## src/rtl/scrambler_frame_ctrl.sv

```systemverilog
// rtl/scrambler_frame_ctrl.sv - frame sequencer for the 220-bit, 18-bit-per-word LFSR scrambler
// Seeds the LFSR on start, absorbs one word per accepted transfer, and holds the final state for the consumer.
module scrambler_frame_ctrl #(
  parameter int STATE_W   = 220,
  parameter int STEP_W    = 18,
  parameter int MAX_WORDS = 1024,
  parameter int CNT_W     = 11
) (
  input  logic               clk,
  input  logic               rst,
  input  logic               start,
  input  logic [STATE_W-1:0] seed,
  output logic               busy,
  input  logic [STEP_W-1:0]  in_data,
  input  logic               in_valid,
  input  logic               in_last,
  output logic               in_ready,
  output logic [STATE_W-1:0] out_state,
  output logic [CNT_W-1:0]   out_words,
  output logic               err_len,
  output logic               out_valid,
  input  logic               out_ready
);

  localparam int TAP_A = 23;
  localparam int TAP_B = 121;
  localparam int TAP_C = 168;

  typedef enum logic [1:0] {
    S_IDLE = 2'd0,
    S_RUN  = 2'd1,
    S_DONE = 2'd2
  } state_t;

  state_t             fsm_q, fsm_d;
  logic [STATE_W-1:0] lfsr_q, lfsr_d;
  logic [CNT_W-1:0]   cnt_q, cnt_d;
  logic               err_q, err_d;
  logic [CNT_W-1:0]   cnt_inc;
  logic [STATE_W-1:0] lfsr_next;
  logic               xfer;

  // Bit 0 of the word enters first; all 18 shifts happen within a single cycle.
  function automatic logic [STATE_W-1:0] lfsr_step(input logic [STATE_W-1:0] s,
                                                   input logic [STEP_W-1:0]  d);
    logic [STATE_W-1:0] r;
    logic               msb;
    r = s;
    for (int i = 0; i < STEP_W; i++) begin
      msb      = r[STATE_W-1];
      r        = {r[STATE_W-2:0], msb ^ d[i]};
      r[TAP_A] = r[TAP_A] ^ msb;
      r[TAP_B] = r[TAP_B] ^ msb;
      r[TAP_C] = r[TAP_C] ^ msb;
    end
    return r;
  endfunction

  assign lfsr_next = lfsr_step(lfsr_q, in_data);
  assign cnt_inc   = cnt_q + 1'b1;
  assign in_ready  = (fsm_q == S_RUN);
  assign out_valid = (fsm_q == S_DONE);
  assign busy      = (fsm_q != S_IDLE);
  assign xfer      = in_valid & in_ready;
  assign out_state = lfsr_q;
  assign out_words = cnt_q;
  assign err_len   = err_q;

  always_comb begin
    fsm_d  = fsm_q;
    lfsr_d = lfsr_q;
    cnt_d  = cnt_q;
    err_d  = err_q;
    case (fsm_q)
      S_IDLE: begin
        if (start) begin
          lfsr_d = seed;
          cnt_d  = '0;
          err_d  = 1'b0;
          fsm_d  = S_RUN;
        end
      end
      S_RUN: begin
        if (xfer) begin
          lfsr_d = lfsr_next;
          cnt_d  = cnt_inc;
          if (in_last) begin
            err_d = 1'b0;
            fsm_d = S_DONE;
          end else if (cnt_inc == CNT_W'(MAX_WORDS)) begin
            err_d = 1'b1;
            fsm_d = S_DONE;
          end
        end
      end
      S_DONE: begin
        if (out_ready) begin
          fsm_d = S_IDLE;
        end
      end
      default: fsm_d = S_IDLE;
    endcase
  end

  always_ff @(posedge clk) begin
    if (rst) begin
      fsm_q  <= S_IDLE;
      lfsr_q <= '0;
      cnt_q  <= '0;
      err_q  <= 1'b0;
    end else begin
      fsm_q  <= fsm_d;
      lfsr_q <= lfsr_d;
      cnt_q  <= cnt_d;
      err_q  <= err_d;
    end
  end

endmodule

```

## config.mk

```make
export PLATFORM = sky130hd
export DESIGN_NAME = scrambler_frame_ctrl
export DESIGN_NICKNAME = d
export VERILOG_FILES = /design/src/rtl/scrambler_frame_ctrl.sv
export SDC_FILE = /design/constraint.sdc
export NUM_CORES = 1
export LEC_CHECK = 0
export CAP_MARGIN = 40
export CORE_AREA = 2 2 187 189
export DETAILED_ROUTE_END_ITERATION = 6
export DIE_AREA = 0 0 189 191
export REMOVE_ABC_BUFFERS = 1
export SYNTH_ARGS = -nofsm -noshare
export SYNTH_HDL_FRONTEND = slang
export SYNTH_SLANG_ARGS = --single-unit
export TNS_END_PERCENT = 20
```

## constraint.sdc

```tcl
create_clock -name clk -period 4.2 [get_ports clk]
set_input_delay 1.26 -clock clk [delete_from_list [all_inputs] [get_ports clk]]
set_output_delay 1.26 -clock clk [all_outputs]
set_load 0.02 [all_outputs]
```

# Yosys cells after proc, flatten, opt, wreduce, memory -nomap -nowiden

Index checks and enable logic that the tools add are counted.
W data, S select, Z words.

Bitwise logic cells: 73
Add/subtract/negate cells: 1
Multiplexer cells: 17
Equality and inequality tests: 7
Reduce and logical (&&, ||, !) cells: 6

Operators with widths:

| kind                    | count |
|---|---|
| $mux W220               | 2 |
| $pmux W220 S2           | 1 |
| $xor A1 B1 Y1           | 72 |
| $mux W11                | 2 |
| $pmux W11 S2            | 1 |
| $add A11 B1 Y11 const B | 1 |
| $eq A11 B11 Y1 const B  | 1 |
| $mux W2                 | 5 |
| $reduce_and A4 Y1       | 2 |
| $pmux W2 S3             | 1 |
| $mux W1                 | 4 |
| $ne A2 B1 Y1 const B    | 2 |
| $reduce_bool A2 Y1      | 2 |
| $ne A3 B2 Y1 const B    | 1 |
| $reduce_and A3 Y1       | 1 |
| $eq A2 B1 Y1 const B    | 1 |
| $eq A2 B2 Y1 const B    | 1 |
| $logic_not A2 Y1        | 1 |
| $ne A2 B2 Y1 const B    | 1 |
| $pmux W1 S2             | 1 |
| $and A1 B1 Y1           | 1 |

Input port bits: 244
Output and inout bits: 235
Word-level logic and storage cells: 108
Flip-flop bits (word level): 234

# Depth between registers and ports, before layout

Gate-level depths: netlist of run 1.

Depth in word-level cells: 6
Mapped depth: 8
Depth with buffers taken out: 5

# Worst setup path before layout of run 1

Ideal clock, no wire load.

Path kind: register -> output
Start point: register fsm_q[1]
End point: output port in_ready
Cell stages (with the launch flop): 6
Arrival: 1.110 ns
Setup slack: 1.830 ns
Buffers on the path: 3
Required time: 2.940 ns
Cells stage by stage: dfxtp_1 nand2b_1 buf_4 inv_2 buf_2 buf_2

Word-level cells in the longest chain between the ends: 1

RTL lines:

| element                | RTL line | source |
|---|---|---|
| from (decl)            | 35       | `state_t fsm_q, fsm_d;` |
| from (signal assigned) | 112      | `fsm_q <= fsm_d;` |
| $eq A2 B1 Y1           | 61       | `assign in_ready = (fsm_q == S_RUN);` |
| to (decl)              | 17       | `output logic in_ready,` |

Every way passes these cells.

# Worst setup path in the final report of run 1

Start point: register fsm_q[0]
End point: output port in_ready

The elaborated chain is that of the path after synthesis.

==> results.yml, run 1 <==
timing:
  fmax_mhz: 294
  maxSlewHeadroom_pct: 53.4
  tightest_slew_ns: 0.699
  fin_ws_ns: 0.795
  setup_violations: 0
  fin_crit_ns: 3.40
  finClkSkew_ns: 0.0118
  rsz0062_at_grt: "false"
  fin_crit_sh_pct: 81.1
  drv_slew: 0
  hold_viol: 0
power:
  p_per_area_mw_per_mm2: 454
  ir_drop_mv: 0.296
  cellLeakagePower_uw: 0.00594
synth:
  yosys.area.top_type_share_pct: 42.9
  avgSynthCellArea_um2: 7.76
  synth_top_cell_by_area: "dfxtp_1"
  ys_types: 43
  synth.cell_area_mm2: 0.0109
  syn-instance-count: 1406
  synth_ff_type: "dfxtp_1"
  postSynth.asyncResetShare_pct: 0
  synth_enable_flop_cells: 0
  synth-seq-cells: 234
  synth_area_leaders: "dfxtp_1 (43%), nand2_1 (15%), a311oi_1 (12%), xnor2_1 (5.8%), nor2_1 (5.3%)"
  yosys_warnings: 0
  synth-seq-area-share_pct: 42.9
finish:
  drive_gt1_share_pct: 4.42
  final_nets: 2034
  multi_input_comb_area_mm2: 0.00553
  register_area_mm2: 0.00468
  area_growth_pct: 55.3
  fillerInstances: 3294
  fin_area_mm2: 0.0169
place:
  place_ws_ns: 1.01
  gp_congestion: 0.890
  portBuffers: 478
  place_area_mm2: 0.0159
  hpwlAfterDp_mm: 30.5
clock_network:
  clk_latency_ns: 0.54
  cts_setup_buffers: 0
  cts_sinks: 234
  clkSlewWorstSetupHoldPaths_ns: 0.06
  root_buffer: "clkbuf_16"
  h-tree-depth: 1
  cts_buffers: 29
  clk_path_buf_depth: 3
  postCtsHoldBufs: 0
  cts_tree: "built"
  cts_resized: 0
floorplan:
  num_io_pins: 479
  die_w_um: 189
  initial_core_util_pct: 32.0
  die_y_um: 191
  fp.coreArea_mm2: 0.0341
  num_rows: 68
  die_area_mm2: 0.0361
outcome:
  status: "finished clean"
setup_path:
  critPathBufInv: 2
  r2r_end: "out_state[201]$_SDFFE_PP0P_"
  critPathSlowestCell: "clkdlybuf4s50_1"
  path_cells: "nand2b_4 > inv_8 > clkdlybuf4s50_1"
  cp.required_ns: 2.94
  crit_end: "in_ready"
  crit_fanout: 61
  crit_path_end_kind: "output pin"
  cp-startpoint: "fsm_q[0]$_SDFFE_PP0P_"
  rrSetupSlack_ns: 1.82
  crit_cells: 3
  r2r_start: "fsm_q[1]$_SDFFE_PP0P_"
  cp.arrival_ns: 2.14
  cpLargestDelayFamily: "buffers and inverters"
  critPathKind: "register to output pin"
  cp-start-kind: "register"
  reg2reg_depth: 7
  slowest_delay_ns: 0.68
global_route:
  grt_max_degree: 104
  track_usage_pct: 23.0
  grt_pass1_vias: 11035
  antenna_found_initial: 5
  grt_pass1_wl_mm: 65.7
  grt_overflow: 0
detailed_routing:
  ant_nets: 0
  drtIter0Drc: 709
  drc: 0
  via_count: 11584
  wl_per_cell_um: 19.3
  routed_via_density: 5.10
  routed_wl_mm: 43.9
  drtPass1Iterations: 7
job:
  drv_cap: 0
hold_path:
  holdCritPathClass: "register to register"
==> report_power, final <==
group	internal, uW	total (uW)	leakage [uW]	switching [uW]
clock network	1550	2560	0.000482	1010
registers	2500	2790	0.00193	297
logic	1090	2330	0.00353	1240
==> through the flow <==
| step | util [%] | TNS [ns] | instances | total power, uW | hold WS [ns] |
|---|---|---|---|---|---|
| after floorplan | - | -698.61 | 1258 | 4020 | 0.534 |
| after global placement | 46.4 | 0 | 2209 | 5130 | 0.455 |
| after detailed placement | 46.7 | 0 | 2213 | 5180 | 0.459 |
| after CTS | 49.6 | 0 | 2266 | 7780 | 0.467 |
| after global routing | 49.6 | 0 | 2271 | 8070 | 0.485 |
| final | 49.7 | 0 | 2272 | 7690 | 0.469 |
==> cells by family after synthesis <==
family / after synthesis / share of synthesized area (%)
flip-flops: 234 / 42.9
AND/OR/NAND/NOR: 624 / 22.2
AO/OA/AOI/OAI: 325 / 22.5
adder cells (fa/ha/maj): 1 / 0.115
XOR/XNOR: 72 / 5.78
buffers and inverters: 150 / 6.51
==> worst min path at each step <==
stage / from / endpoint / slack, ns / cells after the start
3_3_place_gp: out_state[175]$_SDFFE_PP0P_ / out_state[175]$_SDFFE_PP0P_ / 0.45 / 2
3_5_place_dp: out_state[185]$_SDFFE_PP0P_ / out_state[185]$_SDFFE_PP0P_ / 0.46 / 2
4_1_cts: out_state[185]$_SDFFE_PP0P_ / out_state[185]$_SDFFE_PP0P_ / 0.47 / 2
2_1_floorplan: fsm_q[0]$_SDFFE_PP0P_ / out_words[2]$_SDFFE_PP0P_ / 0.53 / 2
6_report: out_state[185]$_SDFFE_PP0P_ / out_state[185]$_SDFFE_PP0P_ / 0.47 / 2
5_1_grt: out_state[175]$_SDFFE_PP0P_ / out_state[175]$_SDFFE_PP0P_ / 0.48 / 2
==> cell usage in the layout, fill, tap and decap left out, types with 2 or more instances in the layout <==
master	Yosys	final
a311oi_1	153	153
a21oi_1	79	79
buf_12	0	9
nor4_1	2	2
bufinv_16	0	2
o211ai_1	72	72
and2_1	2	2
nand4_1	2	2
nand4b_1	2	2
clkbuf_8	0	10
dfxtp_1	234	234
nand3_1	3	3
nand2b_1	5	4
clkbuf_1	66	5
nor2b_1	3	3
clkinv_2	0	5
buf_16	0	4
clkinvlp_4	0	2
diode_2	0	6
clkbuf_16	0	29
buf_4	16	9
nor2_1	154	154
xnor2_1	72	72
nand2_1	445	445
o21ai_0	6	6
clkdlybuf4s50_1	0	477
inv_8	0	2
a41oi_1	2	2
==> layout make-up <==
type / count / area share [%]
Antenna cell: 6 / 0.0886
Tap cell: 455 / 3.36
Multi-Input combinational cell: 1022 / 32.6
Inverter: 2 / 0.0886
Timing Repair Buffer: 500 / 30.4
Sequential cell: 234 / 27.7
Clock inverter: 10 / 0.657
Clock buffer: 43 / 5.13
==> state kept, by name, indices dropped and copies added, names as in the netlist <==
| register | cells |
|---|---|
| out_words | 11 |
| fsm_q | 2 |
| out_state | 220 |
| err_len | 1 |
==> worst min-delay path: cells and delay by family, from the launching register on <==
family	cells	cell delay, ns
AOI/OAI and AO/OA	1	0.05
DFF	1	0.32
and+or+nand+nor	1	0.06
==> cells in the mapped netlist, types with 2 or more instances <==
cell type  instances
buf_4             16
xnor2_1           72
nand2b_1           5
dfxtp_1          234
nand4_1            2
nand4b_1           2
a311oi_1         153
and2_1             2
a21oi_1           79
clkbuf_1          66
o21ai_0            6
nor4_1             2
nand3_1            3
o211ai_1          72
a41oi_1            2
buf_2             64
nor2_1           154
nand2_1          445
nor2b_1            3
==> routing by layer <==
metal	up-vias	GRT usage, %	share of wire [%]
li1	5641	-	-
met1	5426	28.0	41
met2	441	38.4	48
met3	76	6.24	7.6
met4	0	9.47	3.6
met5	-	0	0
(Power assumes the default switching activity.)
==> inputs of run 2 (changes only) <==
CORE_AREA = 2 2 188 190   (was 2 2 187 189)
DIE_AREA = 0 0 190 192   (was 0 0 189 191)
clock period = 3.3 ns   (was 4.2 ns; I/O delays follow)
==> results.yml, run 2 (synthesis results as in run 1) <==
global_route:
  track_usage_pct: 22.7
  grt_overflow: 0
  grt_max_degree: 168
  grt_pass1_wl_mm: 65.1
  grt_pass1_vias: 10910
  antenna_found_initial: 1
place:
  place_ws_ns: 0.448
  portBuffers: 478
  place_area_mm2: 0.0160
  hpwlAfterDp_mm: 30.8
  numPlacedInstances: 2224
  gp_congestion: 0.814
timing:
  fin_crit_ns: 3.06
  fin_crit_sh_pct: 92.6
  tns_ns: 0
  fmax_mhz: 327
  hold_viol: 0
  maxSlewHeadroom_pct: 43.2
  hold_ws_ns: 0.466
  drv_slew: 0
  setup_violations: 0
  rsz0062_at_grt: "false"
  tightest_slew_ns: 0.853
  finClkSkew_ns: 0.0109
  fin_ws_ns: 0.243
clock_network:
  cts_tree: "built"
  clk_latency_ns: 0.54
  cts_buffers: 29
  cts_setup_buffers: 0
  cts_sinks: 234
  clk_path_buf_depth: 3
  postCtsHoldBufs: 0
  cts_resized: 0
  root_buffer: "clkbuf_16"
  h-tree-depth: 1
  clkSlewWorstSetupHoldPaths_ns: 0.06
floorplan:
  die_y_um: 192
  num_rows: 68
  num_io_pins: 479
  initial_core_util_pct: 31.8
  die_w_um: 190
  die_area_mm2: 0.0365
  fp.coreArea_mm2: 0.0343
finish:
  area_growth_pct: 54.9
  largest_reg_flops: 220
  final_nets: 2045
  drive_gt1_share_pct: 4.57
  fin_area_mm2: 0.0169
  final_cell_mix: "clkdlybuf4s50_1 (477), nand2_1 (445), dfxtp_1 (234)"
  layoutNonFillerInstCount: 2273
  layout_commonest_cell: "clkdlybuf4s50_1"
detailed_routing:
  routed_wl_mm: 43.7
  ant_nets: 0
  routed_via_density: 5.05
  drtIter0Drc: 516
  wl_per_cell_um: 19.2
  drc: 0
  via_count: 11469
  drtPass1Iterations: 4
power:
  ir_drop_mv: 0.379
  p_per_area_mw_per_mm2: 565
  cellLeakagePower_uw: 0.00594
setup_path:
  rrSetupSlack_ns: 1.24
  r2r_end: "out_state[163]$_SDFFE_PP0P_"
  critPathKind: "register to output pin"
  crit_fanout: 27
  cp.arrival_ns: 2.07
  cp-startpoint: "fsm_q[0]$_SDFFE_PP0P_"
  crit_end: "in_ready"
  cp.required_ns: 2.31
  r2r_start: "fsm_q[0]$_SDFFE_PP0P_"
  reg2reg_depth: 6
  crit_path_end_kind: "output pin"
  cp-start-kind: "register"
job:
  drv_cap: 0
outcome:
  status: "finished clean"
hold_path:
  holdCritPathClass: "register to register"
  hold_depth: 2
==> run 2: cell count changes in the layout (fill, tap and decap cells not counted), sizes merged <==
cell      previous run  this run
buf                 22        34
bufinv               2         0
clkbuf              44        45
clkinv               5         1
clkinvlp             2         1
diode                6         1
==> run 2: final cells by class <==
class                           instances  area [um2]
Fill cell                            3329       17400
Multi-Input combinational cell       1022        5530
Timing Repair Buffer                  511        5220
Sequential cell                       234        4680
Clock buffer                           45         866
Tap cell                              455         569
Clock inverter                          3        21.3
Inverter                                2        15.0
Antenna cell                            1        2.50
==> run 2: worst max-delay path, cell delays in order, from the launching register on <==
cell and delay (ns):
dfxtp_1 0.51, nand2b_4 0.13, inv_8 0.17, clkdlybuf4s50_1 0.71
==> run 2: routing by layer <==
metal | track usage, % | vias to the layer above | share of wire, %
met5 | 0 | - | 0.030
met4 | 6.89 | 2 | 2.6
met3 | 6.14 | 65 | 7.9
met2 | 38.9 | 403 | 48
met1 | 27.7 | 5347 | 41
li1 | - | 5652 | -
==> run 2: worst min-delay path by stage <==
stage	to	slack (ns)	startpoint
2_1_floorplan	out_words[2]$_SDFFE_PP0P_	0.53	fsm_q[0]$_SDFFE_PP0P_
6_report	out_state[180]$_SDFFE_PP0P_	0.47	out_state[180]$_SDFFE_PP0P_
3_3_place_gp	out_state[170]$_SDFFE_PP0P_	0.46	out_state[170]$_SDFFE_PP0P_
5_1_grt	out_state[180]$_SDFFE_PP0P_	0.48	out_state[180]$_SDFFE_PP0P_
4_1_cts	out_state[180]$_SDFFE_PP0P_	0.47	out_state[180]$_SDFFE_PP0P_
3_5_place_dp	out_state[180]$_SDFFE_PP0P_	0.46	out_state[180]$_SDFFE_PP0P_
==> run 2: report_power, final <==
part           total (uW)  internal, uW  switching, uW  leakage (uW)
Clock                3000          1780           1230      0.000433
Sequential           3530          3180            347       0.00193
Combinational        3020          1410           1610       0.00358
Total                9550          6360           3190       0.00594
==> run 2: through the flow <==
step	total power, uW	utilization [%]
floorplan	5120	-
global placement	6590	46.6
detailed placement	6620	46.7
CTS	9670	49.3
global route	10000	49.3
finish	9550	49.3
==> inputs of run 3 (changes only) <==
CORE_AREA = 2 2 187 189   (was 2 2 188 190)
DIE_AREA = 0 0 189 191   (was 0 0 190 192)
clock period = 3.9 ns   (was 3.3 ns; I/O delays follow)
==> results.yml, run 3 (synthesis results as in run 1) <==
power:
  ir_drop_mv: 0.321
  p_total_uw: 8010
  p_per_area_mw_per_mm2: 480
  cellLeakagePower_uw: 0.00583
detailed_routing:
  via_count: 11418
  drc: 0
  drtIter0Drc: 552
  routed_via_density: 5.05
  routed_wl_mm: 43.7
  drtPass1Iterations: 7
  wl_per_cell_um: 19.4
  ant_nets: 0
floorplan:
  num_rows: 68
  die_w_um: 189
  die_area_mm2: 0.0361
  initial_core_util_pct: 32.0
  num_io_pins: 479
  fp.coreArea_mm2: 0.0341
  die_y_um: 191
global_route:
  grt_pass1_vias: 11117
  grt_max_degree: 152
  grt_pass1_wl_mm: 65.4
  grt_overflow: 0
  antenna_found_initial: 6
  track_usage_pct: 23.0
finish:
  final_cell_mix: "clkdlybuf4s50_1 (477), nand2_1 (445), dfxtp_1 (234)"
  largest_reg_flops: 220
  area_growth_pct: 53.1
  drive_gt1_share_pct: 3.56
  fillerInstances: 3312
  layout_commonest_cell: "clkdlybuf4s50_1"
  final_nets: 2029
setup_path:
  path_cells: "nand2b_4 > inv_8 > clkdlybuf4s50_1"
  crit_path_end_kind: "output pin"
  crit_fanout: 39
  cp.arrival_ns: 2.06
  critPathKind: "register to output pin"
  cp.required_ns: 2.73
  cp-start-kind: "register"
  slowest_delay_ns: 0.66
  critPathSlowestCell: "clkdlybuf4s50_1"
timing:
  hold_ws_ns: 0.468
  setup_violations: 0
  tns_ns: 0
  fin_crit_sh_pct: 82.8
  finClkSkew_ns: 0.0130
  fmax_mhz: 310
  fin_crit_ns: 3.23
  drv_slew: 0
  rsz0062_at_grt: "false"
  hold_viol: 0
  maxSlewHeadroom_pct: 37.7
  tightest_slew_ns: 0.934
place:
  portBuffers: 478
  hpwlAfterDp_mm: 30.1
  gp_congestion: 0.891
clock_network:
  root_buffer: "clkbuf_16"
  postCtsHoldBufs: 0
  cts_tree: "built"
  clk_path_buf_depth: 3
  h-tree-depth: 1
  clkSlewWorstSetupHoldPaths_ns: 0.06
  cts_sinks: 234
  clk_latency_ns: 0.54
  cts_resized: 0
  cts_buffers: 28
  cts_setup_buffers: 0
job:
  drv_cap: 0
outcome:
  status: "finished clean"
hold_path:
  holdCritPathClass: "register to register"
-- run 3: cell types whose count changed in the layout (fill, tap and decap cells not counted) --
cell        change
buf_12          -6
buf_4           -9
buf_6           -1
bufinv_16       +2
clkbuf_8        -5
clkinv_2        +2
clkinvlp_4      -1
diode_2         +5
inv_6           -1
-- run 3: path summary, 6_finish.rpt --
path	from	end	slack (ns)	depth (start not counted)
max	fsm_q[0]$_SDFFE_PP0P_	in_ready	0.67	3
min	out_state[185]$_SDFFE_PP0P_	out_state[185]$_SDFFE_PP0P_	0.47	2
min reg2reg	out_state[185]$_SDFFE_PP0P_	out_state[185]$_SDFFE_PP0P_	0.47	2
max reg2reg	fsm_q[0]$_SDFFE_PP0P_	out_words[8]$_SDFFE_PP0P_	1.39	6
-- run 3: through the flow --
| stage | setup slack (ns) | utilization (%) | area, um2 | instances |
|---|---|---|---|---|
| after floorplan | -3.83 | - | 10200 | 1258 |
| final | 0.671 | 49.0 | 16700 | 2259 |
| after detailed placement | 0.724 | 46.4 | 15800 | 2209 |
| after global routing | 0.570 | 49.0 | 16700 | 2259 |
| after global placement | 0.783 | 46.3 | 15800 | 2208 |
| after CTS | 0.636 | 48.9 | 16700 | 2253 |
-- run 3: critical path, delay by kind of cell, from the launching register on --
kind	cells	cell delay [ns]
and+or+nand+nor	1	0.13
buffers and inverters	2	0.86
DFF	1	0.50
-- run 3: final cells by class --
| class | instances | area (um2) | share of cell area (%) |
|---|---|---|---|
| clock inverters | 5 | 75.1 | 0.449 |
| clock buffers | 39 | 783 | 4.69 |
| inverters | 2 | 15.0 | 0.0899 |
| multi-input cells | 1022 | 5530 | 33.1 |
| diodes | 6 | 15.0 | 0.0899 |
| repair buffers | 496 | 5030 | 30.1 |
| flip-flops and latches | 234 | 4680 | 28.0 |
| well taps | 455 | 569 | 3.41 |
-- run 3: routing by layer --
layer	GRT usage (%)	vias to the layer above	share of wire [%]
li1	-	5623	-
met1	27.4	5320	41
met2	39.2	404	47
met3	6.54	71	8.0
met4	9.07	0	3.7
met5	0	-	0
-- run 3: report_power, final --
group	total (uW)	switching, uW	leakage [uW]	internal (uW)
sequential	3010	323	0.00193	2690
clock	2520	1020	0.000421	1510
combinational	2470	1330	0.00348	1150
total	8010	2670	0.00583	5350
